## config.mk

```make
export PLATFORM = sky130hd
export DESIGN_NAME = apb_rr_arbiter
export DESIGN_NICKNAME = d
export VERILOG_FILES = /design/src/rtl/apb_rr_arbiter.sv
export SDC_FILE = /design/constraint.sdc
export NUM_CORES = 1
export LEC_CHECK = 0
export CORE_AREA = 2 2 159 161
export CTS_CLUSTER_DIAMETER = 80
export CTS_CLUSTER_SIZE = 14
export DETAILED_ROUTE_END_ITERATION = 8
export DIE_AREA = 0 0 161 163
export GPL_ROUTABILITY_DRIVEN = 1
export PLACE_DENSITY = 0.69
export SYNTH_ARGS = -nofsm -noshare
export SYNTH_HDL_FRONTEND = slang
export SYNTH_SLANG_ARGS = --single-unit
export TNS_END_PERCENT = 20
```

## constraint.sdc

```tcl
create_clock -name pclk_i -period 1.9 [get_ports pclk_i]
set_input_delay 0.38 -clock pclk_i [delete_from_list [all_inputs] [get_ports pclk_i]]
set_output_delay 0.38 -clock pclk_i [all_outputs]
set_load 0.005 [all_outputs]
```

## src/rtl/apb_rr_arbiter.sv

```systemverilog
// -----------------------------------------------------------------------------
// apb_rr_arbiter
//   Shares one APB master port among NREQ local requesters using round-robin
//   arbitration. Each requester posts a single read or write; the winner's
//   command is captured, driven through the APB SETUP/ACCESS phases, and the
//   response (rdata/err) is returned to that requester as a one-cycle pulse.
//
// Parameters
//   NREQ     number of requesters (2..8)
//   AW / DW  address / data width
//   TIMEOUT  max ACCESS cycles waiting for pready_i; 0 disables the timeout
//
// Ports
//   pclk_i, prst_n             APB clock, asynchronous active-low reset
//   req_valid_i/req_write_i    per-requester request and direction
//   req_addr_i/req_wdata_i     packed per-requester address / write data
//   req_ready_o                one-hot accept pulse (combinational, grant cycle)
//   rsp_valid_o                one-hot completion pulse (registered)
//   rsp_rdata_o/rsp_err_o      response data / error, valid with rsp_valid_o
//   psel_o/penable_o/pwrite_o  APB controls
//   paddr_o/pwdata_o           APB address / write data
//   prdata_i/pready_i/pslverr_i APB slave response
// -----------------------------------------------------------------------------
module apb_rr_arbiter #(
  parameter int NREQ    = 4,
  parameter int AW      = 32,
  parameter int DW      = 32,
  parameter int TIMEOUT = 16
) (
  input  logic               pclk_i,
  input  logic               prst_n,
  input  logic [NREQ-1:0]    req_valid_i,
  input  logic [NREQ-1:0]    req_write_i,
  input  logic [NREQ*AW-1:0] req_addr_i,
  input  logic [NREQ*DW-1:0] req_wdata_i,
  output logic [NREQ-1:0]    req_ready_o,
  output logic [NREQ-1:0]    rsp_valid_o,
  output logic [DW-1:0]      rsp_rdata_o,
  output logic               rsp_err_o,
  output logic               psel_o,
  output logic               penable_o,
  output logic               pwrite_o,
  output logic [AW-1:0]      paddr_o,
  output logic [DW-1:0]      pwdata_o,
  input  logic [DW-1:0]      prdata_i,
  input  logic               pready_i,
  input  logic               pslverr_i
);

  localparam int IW = (NREQ > 1) ? $clog2(NREQ) : 1;
  localparam int CW = (TIMEOUT > 1) ? $clog2(TIMEOUT) : 1;
  localparam logic [CW-1:0] CNT_LAST = CW'((TIMEOUT > 0) ? (TIMEOUT - 1) : 0);

  typedef enum logic [1:0] {
    ST_IDLE   = 2'd0,
    ST_SETUP  = 2'd1,
    ST_ACCESS = 2'd2
  } state_t;

  state_t          r_state;
  state_t          w_next_state;
  logic [IW-1:0]   r_ptr;
  logic [IW-1:0]   r_idx;
  logic [AW-1:0]   r_addr;
  logic [DW-1:0]   r_wdata;
  logic            r_write;
  logic [CW-1:0]   r_cnt;
  logic            r_psel;
  logic            r_penable;
  logic [NREQ-1:0] r_rsp_valid;
  logic [DW-1:0]   r_rsp_rdata;
  logic            r_rsp_err;

  logic            w_found;
  logic [IW-1:0]   w_winner;
  logic            w_timeout;
  logic            w_done;
  logic            w_grant;
  logic [NREQ-1:0] w_idx_onehot;

  // Round-robin winner: scan downward so the lowest offset from ptr+1 wins last.
  always_comb begin
    logic [IW-1:0] w_cand;
    w_found  = |req_valid_i;
    w_winner = r_ptr;
    w_cand   = r_ptr;
    for (int k = NREQ; k >= 1; k--) begin
      w_cand   = IW'((int'(r_ptr) + k) % NREQ);
      w_winner = req_valid_i[w_cand] ? w_cand : w_winner;
    end
  end

  // Transfer completion and grant qualification; pready_i has priority over timeout.
  always_comb begin
    w_timeout = (TIMEOUT > 0) && (r_cnt == CNT_LAST) && !pready_i;
    w_done    = (r_state == ST_ACCESS) && (pready_i || w_timeout);
    w_grant   = w_found && ((r_state == ST_IDLE) || w_done);
  end

  // One-hot decodes for the accept pulse and the captured requester index.
  always_comb begin
    req_ready_o  = {NREQ{1'b0}};
    w_idx_onehot = {NREQ{1'b0}};
    for (int i = 0; i < NREQ; i++) begin
      req_ready_o[i]  = w_grant && (w_winner == IW'(i));
      w_idx_onehot[i] = (r_idx == IW'(i));
    end
  end

  // Next-state logic for the IDLE/SETUP/ACCESS sequencer.
  always_comb begin
    w_next_state = r_state;
    case (r_state)
      ST_IDLE: begin
        if (w_grant) begin
          w_next_state = ST_SETUP;
        end else begin
          w_next_state = ST_IDLE;
        end
      end
      ST_SETUP: begin
        w_next_state = ST_ACCESS;
      end
      ST_ACCESS: begin
        if (w_done) begin
          w_next_state = w_grant ? ST_SETUP : ST_IDLE;
        end else begin
          w_next_state = ST_ACCESS;
        end
      end
      default: begin
        w_next_state = ST_IDLE;
      end
    endcase
  end

  // State register with APB controls registered from the next state.
  always_ff @(posedge pclk_i or negedge prst_n) begin
    if (!prst_n) begin
      r_state   <= ST_IDLE;
      r_psel    <= 1'b0;
      r_penable <= 1'b0;
    end else begin
      r_state   <= w_next_state;
      r_psel    <= (w_next_state != ST_IDLE);
      r_penable <= (w_next_state == ST_ACCESS);
    end
  end

  // Command capture at grant; write data is zeroed for reads so pwdata reads 0.
  always_ff @(posedge pclk_i or negedge prst_n) begin
    if (!prst_n) begin
      r_ptr   <= IW'(NREQ - 1);
      r_idx   <= {IW{1'b0}};
      r_addr  <= {AW{1'b0}};
      r_wdata <= {DW{1'b0}};
      r_write <= 1'b0;
    end else if (w_grant) begin
      r_ptr   <= w_winner;
      r_idx   <= w_winner;
      r_addr  <= req_addr_i[int'(w_winner)*AW +: AW];
      r_wdata <= req_write_i[w_winner] ? req_wdata_i[int'(w_winner)*DW +: DW] : {DW{1'b0}};
      r_write <= req_write_i[w_winner];
    end
  end

  // Wait-state counter: cleared while in SETUP so it starts at 0 in ACCESS.
  always_ff @(posedge pclk_i or negedge prst_n) begin
    if (!prst_n) begin
      r_cnt <= {CW{1'b0}};
    end else if (r_state == ST_SETUP) begin
      r_cnt <= {CW{1'b0}};
    end else if ((r_state == ST_ACCESS) && !pready_i) begin
      r_cnt <= r_cnt + {{(CW-1){1'b0}}, 1'b1};
    end
  end

  // Response capture; rdata holds between completions, a timeout reports err with 0 data.
  always_ff @(posedge pclk_i or negedge prst_n) begin
    if (!prst_n) begin
      r_rsp_valid <= {NREQ{1'b0}};
      r_rsp_rdata <= {DW{1'b0}};
      r_rsp_err   <= 1'b0;
    end else if (w_done) begin
      r_rsp_valid <= w_idx_onehot;
      r_rsp_rdata <= (pready_i && !r_write) ? prdata_i : {DW{1'b0}};
      r_rsp_err   <= pready_i ? pslverr_i : 1'b1;
    end else begin
      r_rsp_valid <= {NREQ{1'b0}};
    end
  end

  assign psel_o      = r_psel;
  assign penable_o   = r_penable;
  assign pwrite_o    = r_write;
  assign paddr_o     = r_addr;
  assign pwdata_o    = r_wdata;
  assign rsp_valid_o = r_rsp_valid;
  assign rsp_rdata_o = r_rsp_rdata;
  assign rsp_err_o   = r_rsp_err;

endmodule

```

==> results.md, run 1 <==
- Most frequent CP cell: buf_6
- Achievable frequency: 426 MHz
- Most common cell after layout, fill and taps aside: clkdlybuf4s50_1
- Pwr dens: 1430 mW/mm²
- Max Cap Viol: 0
- H-tree Lvls: 4
- Vias per inst: 4.56
- Port bufs: 407
- GR Util All Layers: 18.1%
- Post-synthesis sequential area ratio: 44.0%
- WHS: 0.333 ns
- Largest net degree at the start of global routing: 100
- Fin crit share: 124%
- Multi-input combinational cell area: 0.00344 mm²
- DRC: 0
- Row count: 58
- Post-DP HPWL: 18200 µm
- Worst skew pair latency: 0.41 ns
- Logic pwr share: 57.5%
- Sw Share: 35.1%
- Setup violators final: 69
- CTS root buf: clkbuf_16
- CTS tree: done
- Vias in the first global route: 6662
- Dpl cell area: 0.0112 mm²
- Worst Path Max Fanout: 6
- Die H: 163 µm
- Int Pwr: 0.0113 W
- Post-route cell area: 0.0122 mm²
- Gate count after technology mapping: 656
- Fill count: 2306
- Commonest non-fill, non-tap cells in the layout: clkdlybuf4s50_1, nand2_1, mux2i_1
- Final worst path period need: 2.35 ns
- Crit path capture type: output pin
- Placer Congestion: 0.806
- Final nets: 1395
- Reg power frac: 23.5%
- Setup tns final: -25.33 ns
- Drt pass-1 iters: 4
- Tightest Hold Check Type: in -> async
- Worst path bufs/invs: 3
- Final setup margin: -0.450 ns
- Syn_nets: 957
- Slew @ Worst Pin: 0.554 ns
- Vias: 6548
- CP Launch Type: flip-flop
- Drt wl/cell: 17.1 µm
- Layout cell share with drive strength beyond 1: 14.5%
- Clock Pin Slew Worst Setup and Hold Paths: 0.06 ns
- First-pass GRT wire length: 36700 µm
- Worst path max stage delay: 0.60 ns
- # IOs: 408
- TritonCTS Buffers: 17
- Crit path max-delay family: flip-flops
- Synth cell types: 37
- Post-Syn Area: 0.00649 mm²
- WL final: 24500 µm
- Core ar.: 0.0247 mm²
- WS Path Type: reg -> out
- P&R area growth vs syn: 88.0%
- RSZ-0062 raised after global routing: yes
- Relative slew slack: 63.0%
- Post-layout util: 49.5%
- Max-slew violations: 0
- Initial antenna violation count: 1
- Setup Skew: 0.00756 ns
- Die X: 161 µm
- Reg area: 0.00286 mm²
- Starting density of the core: 26.3%
- Final Hold Vio Count: 0
- Syn Area/Cell: 9.90 µm²
- Failing checks: negative setup slack
- DRT antenna net count: 0
- Worst Path Arrival: 1.97 ns
- Max clock buf depth: 2
- NetSw: 0.00612 W
- Status: finished, violations left
- WP data required: 1.52 ns
- GRT overflow: 0
- Slowest-stage cell, CP: dfstp_2
- Clock power share: 18.9%
- Crit-path cells: nor2b_4 -> buf_6 -> a221oi_4 -> buf_6 -> and3_4 -> buf_6
- 1st-iter DRT viols: 234
- Synth warnings: 0
- Antenna cells: 0
- Flops & latches, synth: 114
- DIE AREA: 0.0262 mm²
- R2R Setup Slk: -0.42 ns
- Leak: 5.43 nW
- CTS sink cnt: 114
- VDD IR max: 0.941 mV
-- state kept, by name, summed over array words and instances (netlist names) --
name	flops
rsp_valid_o	4
psel_o	1
r_state	2
pwrite_o	1
penable_o	1
r_cnt	4
rsp_err_o	1
r_idx	2
paddr_o	32
r_ptr	2
rsp_rdata_o	32
pwdata_o	32
-- kinds of logic after synthesis --
logic type                 after synthesis  share of synthesized area (%)
DFF                                    114                           44.0
muxes                                  162                           25.6
AOI/OAI and AO/OA                       89                           10.1
and+or+nand+nor                        233                           14.8
adders and majority gates                1                          0.193
buffers and inverters                   57                           5.32
-- metal layers --
layer  GRT usage [%]  share of wire [%]  vias up  wire length, µm
met4            5.88                1.9        2              461
met3            5.07                6.8       29             1670
met5               0              0.029        -                7
met1            20.0                 39     3070             9600
met2            33.3                 52      257            12800
li1                -                  -     3190                -
-- power by group through the flow --
stage	Clock, W	Combinational, W	Sequential, W
final	0.00330	0.0100	0.00410
after global routing	0.00350	0.0108	0.00423
after CTS	0.00339	0.00983	0.00410
after detailed placement	0	0.00914	0.00414
after global placement	0	0.00905	0.00411
after floorplan	0	0.00495	0.00417
-- cell type report --
| cell class | count | area share (%) |
|---|---|---|
| Inverter | 6 | 0.185 |
| Sequential cell | 114 | 23.4 |
| Clock inverter | 15 | 1.49 |
| Timing Repair Buffer | 470 | 39.9 |
| Clock buffer | 17 | 3.49 |
| Multi-Input combinational cell | 485 | 28.2 |
| Tap cell | 330 | 3.38 |
-- timing repair --
action,CTS,global route
buffers inserted,11,2
endpoints found under the setup margin,71,71
hold endpoints to repair,4,0
pin swaps,3,6
gates cloned,3,3
gates resized for setup,43,25
hold buffers,1,0
-- Yosys cell counts --
library cell / count / area [µm²]
buf_4: 1 / 7.51
nand4_1: 1 / 6.26
o21ai_1: 32 / 160
nor2_1: 11 / 41.3
nor4b_1: 1 / 8.76
inv_2: 1 / 3.75
o22ai_1: 1 / 6.26
a221oi_2: 1 / 15.0
nand2_1: 171 / 642
mux2_2: 32 / 360
a211o_1: 1 / 8.76
buf_1: 1 / 3.75
a21o_1: 2 / 15.0
nor2b_1: 1 / 6.26
ha_1: 1 / 12.5
a21boi_1: 1 / 7.51
nor3b_1: 1 / 7.51
inv_1: 5 / 18.8
mux2i_1: 130 / 1300
o211ai_1: 1 / 7.51
dfstp_2: 2 / 52.6
clkbuf_1: 27 / 101
a32o_1: 33 / 330
nor3_1: 3 / 15.0
buf_2: 6 / 30.0
and3_1: 3 / 18.8
a21oi_1: 7 / 35.0
nor4_1: 1 / 6.26
nand2b_1: 4 / 25.0
o22ai_4: 1 / 20.0
nand3_1: 35 / 175
a22oi_1: 1 / 7.51
or2_0: 1 / 6.26
o32a_1: 1 / 10.0
dfrtp_1: 112 / 2800
o21ai_0: 7 / 35.0
buf_6: 16 / 180
-- worst paths after layout --
kind | depth (start not counted) | from | end
min in group pclk_i | 2 | rsp_rdata_o[18] | rsp_rdata_o[18]
hold / removal | 2 | prst_n | rsp_rdata_o[27]
hold reg to reg | 2 | rsp_rdata_o[18] | rsp_rdata_o[18]
max in group asynchronous | 3 | prst_n | r_ptr[0]
setup reg to reg | 9 | r_ptr[0] | pwdata_o[12]
setup / recovery | 6 | r_ptr[0] | req_ready_o[0]
-- through the flow --
stage	cells	power (W)	setup WS [ns]
finish	1437	0.0174	-0.450
global route	1437	0.0186	-0.532
CTS	1433	0.0173	-0.496
detailed placement	1386	0.0133	-0.811
global placement	1386	0.0132	-0.803
floorplan	656	0.00912	-0.0614
-- worst register-to-register path, stage by stage, from the launching register on --
cell	delay [ns]
dfstp_2	0.60
nor2b_4	0.06
buf_6	0.12
a221oi_4	0.35
buf_6	0.16
buf_12	0.15
mux2i_4	0.25
o22ai_4	0.12
buf_12	0.17
a32o_1	0.24
Note: power is estimated with default switching activity, not from simulation.
==> run 2, diff against run 1 <==
Settings changed: GPL_TIMING_DRIVEN from default to 0.
==> results.md, run 2 (synthesized netlist as in run 1, its figures left out) <==
- Logic pwr share: 60.8% (was 57.5%)
- Relative slew slack: 62.6% (was 63.0%)
- Worst path bufs/invs: 4 (was 3)
- DRC: 0 (unchanged)
- CTS tree: done (unchanged)
- Antenna cells: 0 (unchanged)
- Worst path max stage delay: 0.59 ns (was 0.60 ns)
- Setup Skew: 0.00914 ns (was 0.00756 ns)
- Vias: 6746 (was 6548)
- Hold path depth: 2
- WHS: 0.463 ns (was 0.333 ns)
- Clock Pin Slew Worst Setup and Hold Paths: 0.06 ns (about the same)
- Starting density of the core: 26.3% (unchanged)
- Most common cell after layout, fill and taps aside: clkdlybuf4s50_1 (unchanged)
- Placer Congestion: 0.798 (was 0.806)
- Initial antenna violation count: 0 (was 1)
- Leak: 5.56 nW (was 5.43 nW)
- Vias in the first global route: 7103 (was 6662)
- Port bufs: 407 (unchanged)
- Layout cell share with drive strength beyond 1: 17.4% (was 14.5%)
- Final Power: 0.0186 W (was 0.0174 W)
- H-tree Lvls: 4 (unchanged)
- WP data required: 1.52 ns (about the same)
- GR Util All Layers: 20.0% (was 18.1%)
- Max Cap Viol: 0 (unchanged)
- CP startpoint: r_ptr[1] (was r_ptr[0])
- Core ar.: 0.0247 mm² (unchanged)
- Slowest-stage cell, CP: dfstp_2 (unchanged)
- Row count: 58 (unchanged)
- Vias per inst: 4.60 (was 4.56)
- CTS sink cnt: 114 (unchanged)
- First-pass GRT wire length: 40100 µm (was 36700 µm)
- Reg power frac: 22.2% (was 23.5%)
- DIE AREA: 0.0262 mm² (unchanged)
- Final Hold Vio Count: 0 (unchanged)
- Fin crit share: 124% (about the same)
- Worst Path Arrival: 1.98 ns (was 1.97 ns)
- # IOs: 408 (unchanged)
- Final non-filler cell total: 1466 (was 1437)
- DRT antenna net count: 0 (unchanged)
- Worst skew pair latency: 0.41 ns (about the same)
- Die X: 161 µm (unchanged)
- Post-layout util: 51.1% (was 49.5%)
- Crit-path cells: buf_4 -> nand2_1 -> a21oi_2 -> a221oi_2 -> buf_6 -> buf_12 -> and3_1 -> buf_2 (was nor2b_4 -> buf_6 -> a221oi_4 -> buf_6 -> and3_4 -> buf_6)
- Placed Instances: 1394 (was 1386)
- Final setup margin: -0.463 ns (was -0.450 ns)
- Clock power share: 17.0% (was 18.9%)
- Crit path capture type: output pin (unchanged)
- NetSw: 0.00672 W (was 0.00612 W)
- Hold_sp: rsp_rdata_o[18]
- Die H: 163 µm (unchanged)
- Stages on worst setup path: 8 (was 6)
- TritonCTS Buffers: 17 (unchanged)
- Largest net degree at the start of global routing: 69 (was 100)
- 1st-iter DRT viols: 219 (was 234)
- RSZ-0062 raised after global routing: yes (unchanged)
- P&R area growth vs syn: 94.3% (was 88.0%)
- Tightest Hold Check Type: reg -> reg (was in -> async)
- Post-DP HPWL: 20100 µm (was 18200 µm)
- Drt wl/cell: 18.1 µm (was 17.1 µm)
- Pwr dens: 1480 mW/mm² (was 1430 mW/mm²)
- Final nets: 1424 (was 1395)
- R2R Setup Slk: -0.44 ns (was -0.42 ns)
- Drt pass-1 iters: 4 (unchanged)
- GRT overflow: 0 (unchanged)
- Setup violators final: 69 (unchanged)
- Crit path max-delay family: flip-flops (unchanged)
- Reg2reg end: pwdata_o[16] (was pwdata_o[12])
- Worst reg2reg path depth: 11 (was 9)
- Slew @ Worst Pin: 0.561 ns (was 0.554 ns)
- Hold Path End: rsp_rdata_o[18]
- Max-slew violations: 0 (unchanged)
- CTS root buf: clkbuf_16 (unchanged)
- WS Path Type: reg -> out (unchanged)
- Achievable frequency: 423 MHz (was 426 MHz)
- Max clock buf depth: 2 (unchanged)
- WL final: 26500 µm (was 24500 µm)
- Origin of the critical flop-to-flop path: r_ptr[0] (unchanged)
- Final worst path period need: 2.36 ns (was 2.35 ns)
- Failing checks: negative setup slack (unchanged)
- Pre-CTS setup slack: -1.46 ns (was -0.811 ns)
- Worst Path Max Fanout: 8 (was 6)
- Status: finished, violations left (unchanged)
- Commonest non-fill, non-tap cells in the layout: clkdlybuf4s50_1, nand2_1, mux2i_1, dfrtp_1, nand3_1 (was clkdlybuf4s50_1, nand2_1, mux2i_1)
- VDD IR max: 0.736 mV (was 0.941 mV)
- CP Launch Type: flip-flop (unchanged)
- Sw Share: 36.1% (was 35.1%)
- Int Pwr: 0.0119 W (was 0.0113 W)
-- run 2: cell count changes in the layout (fill, tap and decap cells not counted), sizes merged --
cell	change
dlygate4sd2	+3
bufinv	-1
buf	+8
clkbuf	+21
clkdlybuf4s50	-3
clkinv	-1
clkinvlp	+2
-- run 2: what timing repair did --
item,CTS,global route
setup endpoints to repair,102,101
cloned,7,0
buffers inserted,21,13
resized for setup,135,42
hold buffers,1,0
endpoints found under the hold margin,46,0
pin swaps,14,10
-- run 2: routing by layer --
| metal | GRT usage (%) | share of wire, % | vias to the layer above |
|---|---|---|---|
| met5 | 0 | 0 | - |
| met4 | 5.19 | 1.4 | 0 |
| met3 | 6.39 | 7.9 | 27 |
| met2 | 37.4 | 52 | 278 |
| met1 | 21.8 | 39 | 3178 |
| li1 | - | - | 3263 |
-- run 2: tightest hold or removal path: stages (launching register included) --
cell and delay, ns:
dfrtp_1 0.34, nand2_1 0.05, nand2_1 0.05
-- run 2: per-stage QoR --
step	cell area, µm²	setup TNS (ns)
final	12600	-23.68
after global routing	12600	-29.48
after CTS	12400	-24.09
after detailed placement	11100	-79.19
after global placement	11000	-554.67
after floorplan	6540	-2.13
-- run 2: how the worst max path moves through the flow --
stage	to	slack, ns
after global routing	req_ready_o[0]	-0.54
after floorplan	pwdata_o[0]	-0.06
after detailed placement	req_ready_o[0]	-1.46
after global placement	pwdata_o[12]	-4.23
after CTS	req_ready_o[2]	-0.54
final	req_ready_o[0]	-0.46
-- run 2: cell type report --
| cell class | count | area [µm²] |
|---|---|---|
| Fill cell | 2302 | 12100 |
| Timing Repair Buffer | 450 | 4570 |
| Multi-Input combinational cell | 485 | 3640 |
| Sequential cell | 114 | 2860 |
| Buffer | 49 | 522 |
| Clock buffer | 17 | 425 |
| Tap cell | 330 | 413 |
| Clock inverter | 15 | 158 |
| Inverter | 6 | 27.5 |
-- run 2: power by group through the flow --
stage	sequential, W	combinational, W	clock (W)
global route	0.00425	0.0122	0.00339
CTS	0.00412	0.0110	0.00326
global placement	0.00412	0.00920	0
finish	0.00412	0.0113	0.00317
detailed placement	0.00416	0.00928	0
floorplan	0.00417	0.00495	0
==> run 3, diff against run 2 <==
Settings changed: HOLD_SLACK_MARGIN from default to 0.15.
==> results of run 3 <==
No change in the layout: final DEF, timing and power equal those of run 2.
